### config.mk
export PLATFORM = sky130hd
export DESIGN_NAME = writeback_unit
export DESIGN_NICKNAME = d
export VERILOG_FILES = /design/src/rtl/wb_pkg.sv /design/src/rtl/wb_fifo.sv /design/src/rtl/writeback_unit.sv
export SDC_FILE = /design/constraint.sdc
export NUM_CORES = 1
export LEC_CHECK = 0
export BUFFER_PORTS_ARGS = -buffer_cell sky130_fd_sc_hd__buf_2
export CORE_ASPECT_RATIO = 1.1
export CORE_MARGIN = 2
export CORE_UTILIZATION = 56
export DETAILED_ROUTE_END_ITERATION = 7
export MAX_ROUTING_LAYER = met4
export PLACE_DENSITY = 0.88
export SLEW_MARGIN = 10
export SYNTH_ARGS = -nofsm -noshare
export SYNTH_HDL_FRONTEND = slang
export SYNTH_SLANG_ARGS = --single-unit
### constraint.sdc
create_clock -name clk -period 9.65 [get_ports clk]
set_input_delay 0.4825 -clock clk [delete_from_list [all_inputs] [get_ports clk]]
set_output_delay 0.4825 -clock clk [all_outputs]
set_load 0.1 [all_outputs]
### src/rtl/wb_pkg.sv
// rtl/wb_pkg.sv - shared widths, writeback entry type and address-width helper
package wb_pkg;

  function automatic int addr_width(input int num_regs);
    return (num_regs > 1) ? $clog2(num_regs) : 1;
  endfunction

  localparam int DefDataWidth = 16;
  localparam int DefNumRegs   = 16;
  localparam int DefFifoDepth = 4;
  localparam int DefAddrWidth = addr_width(DefNumRegs);

  typedef struct packed {
    logic [DefAddrWidth-1:0] addr;
    logic [DefDataWidth-1:0] data;
  } wb_entry_t;

endpackage

### src/rtl/wb_fifo.sv
// rtl/wb_fifo.sv - synchronous FIFO of writeback entries with per-entry address taps
module wb_fifo
  import wb_pkg::*;
#(
  parameter type entry_t   = wb_entry_t,
  parameter int  AddrWidth = DefAddrWidth,
  parameter int  Depth     = DefFifoDepth
) (
  input  logic                              clk,
  input  logic                              rst_n,
  input  logic                              push,
  input  entry_t                            push_entry,
  input  logic                              pop,
  output entry_t                            head,
  output logic                              full,
  output logic                              empty,
  output logic [Depth-1:0]                  entry_valid,
  output logic [Depth-1:0][AddrWidth-1:0]   entry_addr
);

  localparam int IdxWidth = $clog2(Depth);
  localparam int PtrWidth = IdxWidth + 1;

  entry_t              mem [Depth];
  logic [PtrWidth-1:0] wr_ptr;
  logic [PtrWidth-1:0] rd_ptr;
  logic [PtrWidth-1:0] count;
  logic [IdxWidth-1:0] wr_idx;
  logic [IdxWidth-1:0] rd_idx;

  assign wr_idx = wr_ptr[IdxWidth-1:0];
  assign rd_idx = rd_ptr[IdxWidth-1:0];
  assign count  = wr_ptr - rd_ptr;
  assign empty  = (wr_ptr == rd_ptr);
  // Same slot with differing wrap bits means the writer has lapped the reader.
  assign full   = (wr_idx == rd_idx) && (wr_ptr[IdxWidth] != rd_ptr[IdxWidth]);
  assign head   = mem[rd_idx];

  always_ff @(posedge clk) begin
    if (!rst_n) begin
      wr_ptr <= '0;
      rd_ptr <= '0;
    end else begin
      if (push && !full) wr_ptr <= wr_ptr + PtrWidth'(1);
      if (pop && !empty) rd_ptr <= rd_ptr + PtrWidth'(1);
    end
  end

  always_ff @(posedge clk) begin
    if (push && !full) mem[wr_idx] <= push_entry;
  end

  for (genvar i = 0; i < Depth; i++) begin : g_tap
    logic [IdxWidth-1:0] offset;
    // Slot distance from the read pointer decides whether the slot holds live data.
    assign offset         = IdxWidth'(i) - rd_idx;
    assign entry_valid[i] = ({1'b0, offset} < count);
    assign entry_addr[i]  = mem[i].addr;
  end

endmodule

### src/rtl/writeback_unit.sv
// rtl/writeback_unit.sv - writeback arbiter, ALU result buffer and load scoreboard
// Optional register-output forwarding ports enabled by WB_FORWARD_EN.
module writeback_unit
  import wb_pkg::*;
#(
  parameter  int DataWidth = DefDataWidth,
  parameter  int NumRegs   = DefNumRegs,
  parameter  int FifoDepth = DefFifoDepth,
  localparam int AddrWidth = addr_width(NumRegs)
) (
  input  logic                 clk,
  input  logic                 rst_n,
  input  logic                 alu_valid,
  output logic                 alu_ready,
  input  logic [AddrWidth-1:0] alu_addr,
  input  logic [DataWidth-1:0] alu_data,
  input  logic                 mem_valid,
  input  logic [AddrWidth-1:0] mem_addr,
  input  logic [DataWidth-1:0] mem_data,
  input  logic                 issue_valid,
  input  logic                 issue_load,
  input  logic [AddrWidth-1:0] issue_addr1,
  input  logic [AddrWidth-1:0] issue_addr2,
  input  logic [AddrWidth-1:0] issue_dst,
  output logic                 hazard,
`ifdef WB_FORWARD_EN
  output logic                 fwd1_valid,
  output logic                 fwd2_valid,
  output logic [DataWidth-1:0] fwd_data,
`endif
  output logic [NumRegs-1:0]   pending,
  output logic                 reg_w_en,
  output logic [AddrWidth-1:0] addr_in,
  output logic [DataWidth-1:0] reg_in
);

  typedef struct packed {
    logic [AddrWidth-1:0] addr;
    logic [DataWidth-1:0] data;
  } entry_t;

  entry_t                              alu_entry;
  entry_t                              fifo_head;
  logic                                fifo_full;
  logic                                fifo_empty;
  logic                                fifo_push;
  logic                                fifo_pop;
  logic                                alu_fire;
  logic                                alu_bypass;
  logic                                issue_fire;
  logic [FifoDepth-1:0]                entry_valid;
  logic [FifoDepth-1:0][AddrWidth-1:0] entry_addr;
  logic [NumRegs-1:0]                  busy;

  assign alu_entry.addr = alu_addr;
  assign alu_entry.data = alu_data;

  // Ready is taken from the registered fullness so a same-cycle pop cannot raise it.
  assign alu_ready  = !fifo_full;
  assign alu_fire   = alu_valid && alu_ready;
  assign fifo_pop   = !mem_valid && !fifo_empty;
  assign alu_bypass = alu_fire && !mem_valid && fifo_empty;
  assign fifo_push  = alu_fire && !alu_bypass;

  wb_fifo #(
    .entry_t   (entry_t),
    .AddrWidth (AddrWidth),
    .Depth     (FifoDepth)
  ) u_fifo (
    .clk         (clk),
    .rst_n       (rst_n),
    .push        (fifo_push),
    .push_entry  (alu_entry),
    .pop         (fifo_pop),
    .head        (fifo_head),
    .full        (fifo_full),
    .empty       (fifo_empty),
    .entry_valid (entry_valid),
    .entry_addr  (entry_addr)
  );

  always_ff @(posedge clk) begin
    if (!rst_n) begin
      reg_w_en <= 1'b0;
      addr_in  <= '0;
      reg_in   <= '0;
    end else if (mem_valid) begin
      reg_w_en <= 1'b1;
      addr_in  <= mem_addr;
      reg_in   <= mem_data;
    end else if (!fifo_empty) begin
      reg_w_en <= 1'b1;
      addr_in  <= fifo_head.addr;
      reg_in   <= fifo_head.data;
    end else if (alu_fire) begin
      reg_w_en <= 1'b1;
      addr_in  <= alu_addr;
      reg_in   <= alu_data;
    end else begin
      reg_w_en <= 1'b0;
    end
  end

  // Registers with a write still in flight anywhere between producers and the register file.
  always_comb begin
    busy = pending;
    for (int i = 0; i < FifoDepth; i++) begin
      if (entry_valid[i]) busy[entry_addr[i]] = 1'b1;
    end
    if (alu_valid) busy[alu_addr] = 1'b1;
`ifndef WB_FORWARD_EN
    if (reg_w_en) busy[addr_in] = 1'b1;
`endif
  end

  assign hazard     = issue_valid && (busy[issue_addr1] || busy[issue_addr2] || busy[issue_dst]);
  assign issue_fire = issue_valid && !hazard;

  always_ff @(posedge clk) begin
    if (!rst_n) begin
      pending <= '0;
    end else begin
      for (int r = 0; r < NumRegs; r++) begin
        if (mem_valid && mem_addr == AddrWidth'(r)) pending[r] <= 1'b0;
        if (issue_fire && issue_load && issue_dst == AddrWidth'(r)) pending[r] <= 1'b1;
      end
    end
  end

`ifdef WB_FORWARD_EN
  assign fwd1_valid = reg_w_en && (addr_in == issue_addr1);
  assign fwd2_valid = reg_w_en && (addr_in == issue_addr2);
  assign fwd_data   = reg_in;
`endif

endmodule

# [Word-level counts from Yosys, hierarchy flattened]
# Memories as Yosys holds them, arrays and structs flattened. A register that Yosys moved wholly into a read port is not among the register bits.
# Cells that the tools add are included.
[word_totals] reg_bits=43 ramBits=80 output_inout_bits=39 word_cells=231 memories=1
[mem_list] memory="u_fifo.mem" words=4 word_bits=20 read_ports=5 rd_ports_with_merged_regs=1 wr=1 line="wb_fifo.sv:24" text="entry_t mem [Depth];"
[classes] n_addsub=7 n_lt_le_gt_ge=19 eq_ne=34 n_mux=69 n_bitwise=6 reduce_logical=74
[ops] op="$mux 16" count=9
[ops] op="$or 16x16->16" count=6
[ops] op="$eq 4x4->1 const B" count=16
[ops] op="$logic_and 1x1->1" count=49
[ops] op="$mux 1" count=46
[ops] op="$lt 4x5->1 const B" count=9
[ops] op="$eq 4x3->1 const B" count=8
[ops] op="$reduce_bool 2->1" count=16
[ops] op="$demux 1 s4" count=6
[ops] op="$ge 4x1->1 const B" count=6
[ops] op="$eq 4x2->1 const B" count=4
[ops] op="$bmux 1 s4" count=3
[ops] op="$lt 2x3->1" count=4
[ops] op="$mux 4" count=3
[ops] op="$eq 4x1->1 const B" count=2
[ops] op="$logic_not 4->1" count=2
[ops] op="$add 3x1->3 const B" count=2
[ops] op="$logic_not 1->1" count=5
[ops] op="$mux 2" count=2
[ops] op="$sub 1x2->2 const A" count=2
[ops] op="$sub 2x2->2 const A" count=2
[ops] op="$eq 3x3->1" count=1
[ops] op="$ne 3x2->1 const B" count=1
[ops] op="$sub 3x3->3" count=1
[ops] op="other kinds (3)" count=4

# [Logic depth before layout (Yosys ltp)]
# Gate-level depths: netlist (run 1).
[depth] ltp_word=26 depth_mapped=18 depth_no_buf=15

# [Cells and area by module]
# A second synthesis (run 1) with hierarchy kept.
[hier_totals] hier_cells=676 hier_area_um2=7083.0
[by_module_without_submodules] module="wb_fifo" n_inst=1 cells_per_inst=205 area_each_um2=3718.6 seq_area_each_um2=2562.5
[by_module_without_submodules] module="writeback_unit" n_inst=1 cells_per_inst=471 area_each_um2=3364.5 seq_area_each_um2=740.7

# [Worst setup path after synthesis (run 1)]
# Ideal clock, no wire load.
[synth_timing] kind="reg2out" from="register u_fifo.wr_ptr[0]" to="output hazard" arrival_ps=4048 slack_ps=5119 stages_incl_launch_ff=17 path_cell_list="dfxtp_1 > inv_1 > ha_1 > inv_1 > fa_1 > inv_1 > ha_1 > nor2b_1 > o21ai_2 > buf_2 > nand3_1 > nand4_1 > mux2i_1 > nor4b_1 > a311o_1 > clkbuf_1 > o31a_1"
[synth_via] elab_chain_len=18 word_cells_on_any_way=25
[synth_rtl] item="start, declared" line="wb_fifo.sv:25" text="logic [PtrWidth-1:0] wr_ptr;"
[synth_rtl] item="start signal, assigned" line="wb_fifo.sv:44" text="if (push && !full) wr_ptr <= wr_ptr + PtrWidth'(1);"
[synth_rtl] item="$sub 3x3->3 (*)" line="wb_fifo.sv:33" text="assign count = wr_ptr - rd_ptr;"
[synth_rtl] item="$lt 2x3->1" line="wb_fifo.sv:57" text="assign entry_valid[i] = ({1'b0, offset} < count);"
[synth_rtl] item="$mux 16" line="writeback_unit.sv:108" text="if (entry_valid[i]) busy[entry_addr[i]] = 1'b1;"
[synth_rtl] item="$or 16x16->16 (no line)"
[synth_rtl] item="$mux 16" line="writeback_unit.sv:108"
[synth_rtl] item="$or 16x16->16 (no line)"
[synth_rtl] item="$mux 16" line="writeback_unit.sv:108"
[synth_rtl] item="$or 16x16->16 (no line)"
[synth_rtl] item="[2 not listed]"
[synth_rtl] item="$mux 16 (*)" line="writeback_unit.sv:110" text="if (alu_valid) busy[alu_addr] = 1'b1;"
[synth_rtl] item="$or 16x16->16 (no line)"
[synth_rtl] item="$mux 16 (*)" line="writeback_unit.sv:112" text="if (reg_w_en) busy[addr_in] = 1'b1;"
[synth_rtl] item="$bmux 1 s4" line="writeback_unit.sv:116" text="assign hazard = issue_valid && (busy[issue_addr1] || busy[issue_addr2] || busy[issue_dst]);"
[synth_rtl] item="$mux 1 (not written as such)" line="writeback_unit.sv:116"
[synth_rtl] item="$logic_or 1x1->1" line="writeback_unit.sv:116"
[synth_rtl] item="$logic_or 1x1->1 (*)" line="writeback_unit.sv:116"
[synth_rtl] item="$logic_and 1x1->1 (*)" line="writeback_unit.sv:116"
[synth_rtl] item="end, declared" line="writeback_unit.sv:25" text="output logic hazard,"
# Every way passes the cells marked *; elsewhere a longest branch is shown, timed or not. The select of a mux whose other input is x is not followed.

# [Final worst setup path (run 1)]
# Ends and elaborated chain as after synthesis.

==> results of run 1 <==
-- routing by layer --
layer / wire [µm] / vias to the layer above / part of all wire [%]
met3: 2030 / 79 / 8.9
met2: 11300 / 442 / 50
met5: 0 / - / 0
li1: - / 2730 / -
met4: 1060 / 0 / 4.6
met1: 8430 / 2970 / 37
-- cells by family (layout without fill, tap and decap cells) --
family	Yosys count	in the layout	share of synthesized area [%]
and+or+nand+nor	244	244	18.8
AOI/OAI and AO/OA	168	168	18.1
DFF	125	125	47.2
buffers and inverters	75	166	4.51
muxes	29	29	7.93
adders and majority gates	13	13	2.43
xor gates and xnor gates	6	6	0.984
-- area by class of cell --
| class | instances | area [µm²] |
|---|---|---|
| timing repair buffer | 99 | 503 |
| multi-input combinational | 460 | 3370 |
| inverter | 35 | 131 |
| fill | 848 | 3950 |
| sequential | 125 | 3300 |
| clock inverter | 13 | 190 |
| clock buffer | 19 | 443 |
| tap | 154 | 193 |
-- registers in the layout (all words and copies together) (netlist names), named ones only --
register       flops
u_fifo.mem        80
u_fifo.rd_ptr      3
addr_in            4
pending           16
reg_in            16
reg_w_en           1
u_fifo.wr_ptr      3
-- cell usage after synthesis (6+ instances only) --
cell      count
a21oi_1      27
a311oi_1     20
a31oi_1       6
and2_1       13
clkbuf_1     31
dfxtp_1      45
edfxtp_1     80
ha_1         12
inv_1        34
mux2i_1       7
mux4_2       21
nand2_1      23
nand2b_1     19
nand3_1      31
nand3b_1      7
nand4_1      28
nor2_1       64
nor2b_1      22
o211ai_1     10
o21ai_0      25
o221ai_1      6
o22ai_1       7
o311ai_0      6
o31ai_2       8
o41ai_1       6
-- per-stage QoR --
step | std cells | hold WS [ns] | setup slack [ns] | cell area, µm² | utilization [%]
2_1_floorplan | 660 | 0.511 | 5.12 | 6990 | -
3_3_place_gp | 873 | 0.487 | 4.47 | 7500 | 62.1
3_5_place_dp | 873 | 0.502 | 4.37 | 7500 | 62.1
4_1_cts | 905 | 0.269 | 3.91 | 8140 | 67.3
5_1_grt | 905 | 0.277 | 3.50 | 8140 | 67.3
6_report | 905 | 0.278 | 3.79 | 8140 | 67.3
-- power breakdown --
| group | total, mW | leakage, nW | switching (mW) | internal, mW |
|---|---|---|---|---|
| Clock | 0.692 | 0.296 | 0.251 | 0.440 |
| Sequential | 0.701 | 1.10 | 0.0556 | 0.645 |
| Combinational | 0.999 | 1.57 | 0.706 | 0.293 |
-- how the worst min path moves through the flow --
| stage | from | to | cells past startpoint |
|---|---|---|---|
| floorplan | u_fifo.rd_ptr[1] | register | 2 |
| finish | alu_data[15] | u_fifo.mem[1][15] | 1 |
| global route | alu_data[15] | u_fifo.mem[1][15] | 1 |
| detailed placement | reg_in[1] | reg_in[1] | 2 |
| global placement | reg_in[6] | reg_in[6] | 2 |
| CTS | alu_data[15] | u_fifo.mem[1][15] | 1 |
-- cell usage in the layout, fill, tap and decap left out, types with 13 or more instances in the layout --
cell       instances
buf_2             96
nor2_1            64
nand4_1           28
edfxtp_1          80
nand2b_1          19
o21ai_0           25
mux4_2            21
inv_1             34
nand2_1           23
a21oi_1           27
dfxtp_1           45
nor2b_1           22
nand3_1           31
and2_1            13
a311oi_1          20
clkbuf_16         17
==> results by group, run 1 <==
Outcome
  – Status: finished, final reports clean

Timing
  – Final TNS setup: 0 ns
  – Tmin final: 5.86 ns
  – Slew headroom: 19.4%
  – Final period util: 60.7%
  – Max-slew violation count: 0
  – RSZ-0062 raised after global routing: no
  – Fmax: 171 MHz
  – Final setup viols: 0
  – Final Hold Viols: 0
  – Final Skew: 0.0117 ns
  – Worst slew pin tran: 1.21 ns

Global routing
  – Largest net degree at the start of global routing: 47
  – Met3 usage: 6.89%
  – Global-route wire length before repair: 34.9 mm
  – Grt peak-use layer: met2
  – Vias in the first global route: 6,095
  – Met2 Use GR: 57.6%
  – GRT Util Overall: 35.2%
  – Initial antenna violation count: 0
  – Total gr overflow: 0
  – Met1 Usage GRT: 42.2%

Die
  – Initial Util: 57.8%
  – Cell row count: 42
  – Top Ports: 97
  – Chip Width: 111 µm
  – Height of the die: 121 µm
  – Die area: 0.0134 mm²
  – Core area: 0.0121 mm²

Clocking
  – Worst-path clk slew: 0.06 ns
  – Worst-skew pair later-pin latency: 0.43 ns
  – CTS tree: built
  – Hold Buf Count CTS: 0
  – Clk buf depth: 2
  – Clock Tree Root: clkbuf_16
  – Total CTS buffers: 17
  – CTS sink count: 125
  – CTS H-tree lvls: 4
  – Setup bufs post-CTS: 0
  – Cts repair resizes: 0

Placed design
  – PortBufs: 96
  – GPL Wtd Cong: 1.00
  – Final HPWL DP: 15.5 mm

Worst setup path
  – Crit Path Category: reg2out
  – Critical path peak fanout: 17
  – WP data required: 9.17 ns
  – FF-to-FF Start: u_fifo.wr_ptr[0]
  – Worst endpoint data arrival time: 5.37 ns
  – Worst Setup SP: u_fifo.wr_ptr[0]
  – Worst path slowest cell: or4b_1
  – CP max stage delay: 0.83 ns
  – R2R depth: 15
  – Crit. End Element: output port
  – Crit path to: hazard
  – Top delay family on crit path: compound AO/OA/AOI/OAI gates
  – R2R Setup Slk: 4.78 ns
  – Reg2Reg Capture Point: pending[10]
  – Buf/Inv on CP: 4
  – Worst path cell trace: inv_1 -> ha_1 -> inv_1 -> fa_1 -> inv_1 -> ha_1 -> o21bai_1 -> a2111oi_0 -> a311oi_1 -> nand4b_1 -> a21oi_1 -> nor3_1 -> a41oi_1 -> or4b_1 -> o31a_1 -> buf_2
  – Critical path depth: 16
  – Startpoint Class: register
  – Most frequent CP cell: inv_1

Route
  – Via count: 6,221
  – 1st-iter DRT viols: 674
  – TritonRoute pass-1 iters: 6
  – DR vias/cell: 6.87
  – Routed WL per cell: 25.2 µm
  – ANT nets after route: 0
  – DRC viols: 0
  – Post-Route WL: 22.8 mm

Logic synthesis
  – Syn Nets: 731
  – Fraction of registers with async set/reset: 0%
  – Area fraction of the dominant cell type after synthesis: 34.4%
  – Distinct cells, synth: 73
  – Synthesis-stage register bit count: 125
  – Post-Synthesis Cells: 660
  – Most used DFF post-synth: edfxtp_1
  – Cell taking the most area after synthesis: edfxtp_1
  – Ranking of synthesized cells by area: edfxtp_1 (34%), dfxtp_1 (13%), mux4_2 (6.8%)
  – Syn Std Cell Area: 0.00699 mm²
  – Post-synth EDFFs: 80
  – Mean Syn Cell Area: 10.6 µm²
  – Synthesis Warnings: 0
  – Register area share after synthesis: 47.2%

Final layout
  – Area growth, synth to finish: 16.4%
  – Layout cell share with drive strength beyond 1: 23.7%
  – ANT cells: 0
  – Final nets: 809

Job
  – Max-Cap Viols: 0

Pwr
  – Leakage: 2.97 nW
  – Total Power: 2.39 mW
  – Maximum vdd drop: 0.000230 V
  – PD cells: 294 mW/mm²

Worst hold path
  – Worst hold path class: in2reg
(Power assumes the default switching activity.)
==> inputs of run 2 (changes only) <==
ABC_AREA = 1   (was unset)
CORE_UTILIZATION = 53   (was 56)
PLACE_DENSITY = 0.87   (was 0.88)
clock period = 5 ns   (was 9.65 ns; I/O delays follow)
==> run 2 against run 1 <==
Compared with the run above: count of clock-buffer cells in the layout shrank 1; critical path depth grew 6; power grew 93%; flip-flop and latch count is the same; clock power grew 76%; highest routed layer unchanged; die area grew 12%; register-to-register slack lost 3.6 ns; final cell count grew 45%.
==> results by group, run 2 <==
Outcome
  – Status: finished, final reports clean

Global routing
  – Initial antenna violation count: 0 (unchanged)
  – Total gr overflow: 0 (unchanged)
  – Global-route wire length before repair: 34.5 mm (-1.1%)
  – Vias in the first global route: 7,050 (+16%)
  – Largest net degree at the start of global routing: 43 (-8.5%)
  – GRT Util Overall: 30.7% (-4.5 points)

Logic synthesis
  – Commonest cells post-synth: nand2_1 (260), nor2_1 (178), inv_1 (108)
  – Post-Synthesis Cells: 1,024 (+55%)
  – Syn Std Cell Area: 0.00745 mm² (+6.6%)
  – Count leader, synth: nand2_1
  – Register area share after synthesis: 44.3% (-2.9 points)
  – Mean Syn Cell Area: 7.28 µm² (-31%)
  – Syn Nets: 1,095 (+50%)
  – Cell taking the most area after synthesis: edfxtp_1
  – Post-synth EDFFs: 80 (unchanged)
  – Most used DFF post-synth: edfxtp_1
  – Area fraction of the dominant cell type after synthesis: 32.2% (-2.1 points)
  – Synthesis Warnings: 0 (unchanged)
  – Ranking of synthesized cells by area: edfxtp_1 (32%), nand2_1 (13%), dfxtp_1 (12%)
  – Distinct cells, synth: 34 (-53%)
  – Fraction of registers with async set/reset: 0% (unchanged)
  – Synthesis-stage register bit count: 125 (unchanged)

Timing
  – Final Skew: 0.0106 ns (-0.00105 ns)
  – Final setup viols: 0 (unchanged)
  – Slew headroom: 28.6% (+9.2 points)
  – Max-slew violation count: 0 (unchanged)
  – Final period util: 88.4%
  – Worst slew pin tran: 1.07 ns (-0.142 ns)
  – Tmin final: 4.42 ns
  – Fmax: 226 MHz
  – Final TNS setup: 0 ns (unchanged)
  – Final Hold Viols: 0 (unchanged)
  – RSZ-0062 raised after global routing: no

Job
  – Max-Cap Viols: 0 (unchanged)

Worst setup path
  – Reg2Reg Capture Point: pending[2]
  – Worst endpoint data arrival time: 4.17 ns (-1.20 ns)
  – R2R depth: 22 (+7)
  – Most frequent CP cell: nand2_1
  – Crit Path Category: reg2out
  – Crit. End Element: output port
  – R2R Setup Slk: 1.14 ns (-3.64 ns)
  – WP data required: 4.75 ns (-4.42 ns)
  – FF-to-FF Start: u_fifo.wr_ptr[0]
  – Worst path cell trace: inv_1 -> ha_1 -> inv_1 -> fa_1 -> inv_1 -> ha_1 -> inv_1 -> o21bai_1 -> nand3_4 -> nand2_1 -> nand2_1 -> nor2_1 -> nand2_1 -> nand2_1 -> nand2_1 -> nor2_1 -> nor2_1 -> nor2_1 -> nand2_1 -> nor2_4 -> a21boi_1 -> buf_2
  – Startpoint Class: register
  – Worst path slowest cell: fa_1
  – Critical path peak fanout: 17 (unchanged)
  – CP max stage delay: 0.48 ns (-0.35 ns)

Clocking
  – Worst-skew pair later-pin latency: 0.43 ns (about the same)
  – CTS tree: built
  – CTS sink count: 125 (unchanged)
  – Setup bufs post-CTS: 0 (unchanged)
  – Clock Tree Root: clkbuf_16
  – Cts repair resizes: 0 (unchanged)
  – Hold Buf Count CTS: 0 (unchanged)
  – Total CTS buffers: 17 (unchanged)
  – CTS H-tree lvls: 4 (unchanged)
  – Clk buf depth: 2 (unchanged)
  – Worst-path clk slew: 0.06 ns (about the same)

Final layout
  – Biggest registers after layout: u_fifo.mem: 80 flops, pending: 16 flops, reg_in: 16 flops
  – Most frequent cells in the layout: nand2_1 (260), nor2_1 (178), inv_1 (108)
  – Final nets: 1,184 (+46%)
  – Area growth, synth to finish: 16.1%
  – Fill cell total of the finished layout: 1,159 (+37%)
  – Commonest non-fill, non-tap cell in the layout: nand2_1
  – Layout cell share with drive strength beyond 1: 15.4% (-8.3 points)
  – Largest reg by FF count: u_fifo.mem
  – Max reg flops: 80 (unchanged)

Route
  – TritonRoute pass-1 iters: 7 (+1)
  – Via count: 7,407 (+19%)
  – 1st-iter DRT viols: 957 (+42%)
  – DRC viols: 0 (unchanged)
  – Routed WL per cell: 16.3 µm (-36%)
  – DR vias/cell: 5.63 (-18%)
  – ANT nets after route: 0 (unchanged)
  – Post-Route WL: 21.4 mm (-6.3%)

Pwr
  – Leakage: 3.99 nW (+34%)
  – Total Power: 4.62 mW (+93%)
  – PD cells: 534 mW/mm² (+82%)
  – Maximum vdd drop: 0.000421 V (+83%)

Placed design
  – GPL Wtd Cong: 1.01 (+0.40%)
  – Final HPWL DP: 15.1 mm (-2.7%)
  – PortBufs: 96 (unchanged)

Die
  – Core area: 0.0138 mm² (+14%)
  – Initial Util: 54.0% (-3.8 points)
  – Height of the die: 128 µm (+5.9%)
  – Cell row count: 45 (+7.1%)
  – Die area: 0.0150 mm² (+12%)
  – Top Ports: 97 (unchanged)
  – Chip Width: 117 µm (+5.9%)

Worst hold path
  – Worst hold path class: in2reg
  – Hold Path Origin: alu_data[6]
  – Hold Path End: u_fifo.mem[1][6]
  – Hold depth: 1 (unchanged)
run 2: changes by cell type in the layout (fill, tap and decap cells not counted), moves of 19 or more:
cell | previous run | this run
a311oi_1 | 20 | 0
o21ai_0 | 25 | 70
nand3_1 | 31 | 85
nor2_1 | 64 | 178
nor2b_1 | 22 | 0
nand2b_1 | 19 | 0
mux4_2 | 21 | 0
nand2_1 | 23 | 260
inv_1 | 34 | 108
run 2: final cells by class:
class | count | area [µm²] | share of cell area, %
Tap cell | 188 | 235 | 2.72
Clock inverter | 14 | 148 | 1.71
Inverter | 124 | 465 | 5.38
Multi-Input combinational cell | 741 | 3520 | 40.7
Clock buffer | 18 | 439 | 5.07
Sequential cell | 125 | 3300 | 38.2
Antenna cell | 1 | 2.50 | 0.0289
Timing Repair Buffer | 104 | 541 | 6.25
run 2: worst max-delay path by stage:
stage / start / end / depth (start not counted) / slack, ns
finish: u_fifo.wr_ptr[0] / hazard / 22 / 0.58
global route: u_fifo.wr_ptr[0] / hazard / 22 / 0.24
CTS: u_fifo.wr_ptr[0] / hazard / 22 / 0.66
detailed placement: u_fifo.wr_ptr[0] / hazard / 22 / 1.12
global placement: u_fifo.wr_ptr[0] / hazard / 22 / 1.28
floorplan: u_fifo.wr_ptr[0] / hazard / 21 / 0.60
run 2: kinds of logic after synthesis:
kind of cell               share of synthesized area (%)
AOI/OAI and AO/OA                                   12.2
adders and majority gates                           2.28
buffers and inverters                               8.43
DFF                                                 44.3
and+or+nand+nor                                     32.8
run 2: report_power, final:
group / internal, mW / switching [mW]
Sequential: 1.25 / 0.101
Clock: 0.715 / 0.508
Combinational: 0.517 / 1.53
Total: 2.48 / 2.14
run 2: stage by stage:
step | std cells | area, µm² | utilization [%] | worst slack (ns) | hold WS, ns
after detailed placement | 1282 | 8070 | 58.5 | 1.12 | 0.480
after global placement | 1282 | 8070 | 58.5 | 1.28 | 0.472
after CTS | 1314 | 8650 | 62.7 | 0.658 | 0.0442
final | 1315 | 8650 | 62.7 | 0.580 | 0.0471
after global routing | 1314 | 8650 | 62.7 | 0.241 | 0.0503
after floorplan | 1024 | 7450 | - | 0.604 | 0.349
run 2: critical path: cells and delay by family, from the launching register on:
family / cells / cell delay [ns]
AO/OA/AOI/OAI: 2 / 0.34
adder cells (fa/ha/maj): 3 / 0.94
buffers and inverters: 5 / 0.64
flip-flops: 1 / 0.35
AND/OR/NAND/NOR: 12 / 1.48
run 2: per-layer routing:
metal / global-route usage, % / up-vias / wire [µm]
li1: - / 3541 / -
met4: 13.1 / 0 / 710
met2: 50.0 / 368 / 10600
met1: 37.6 / 3430 / 8470
met3: 5.42 / 68 / 1610
met5: - / - / 0
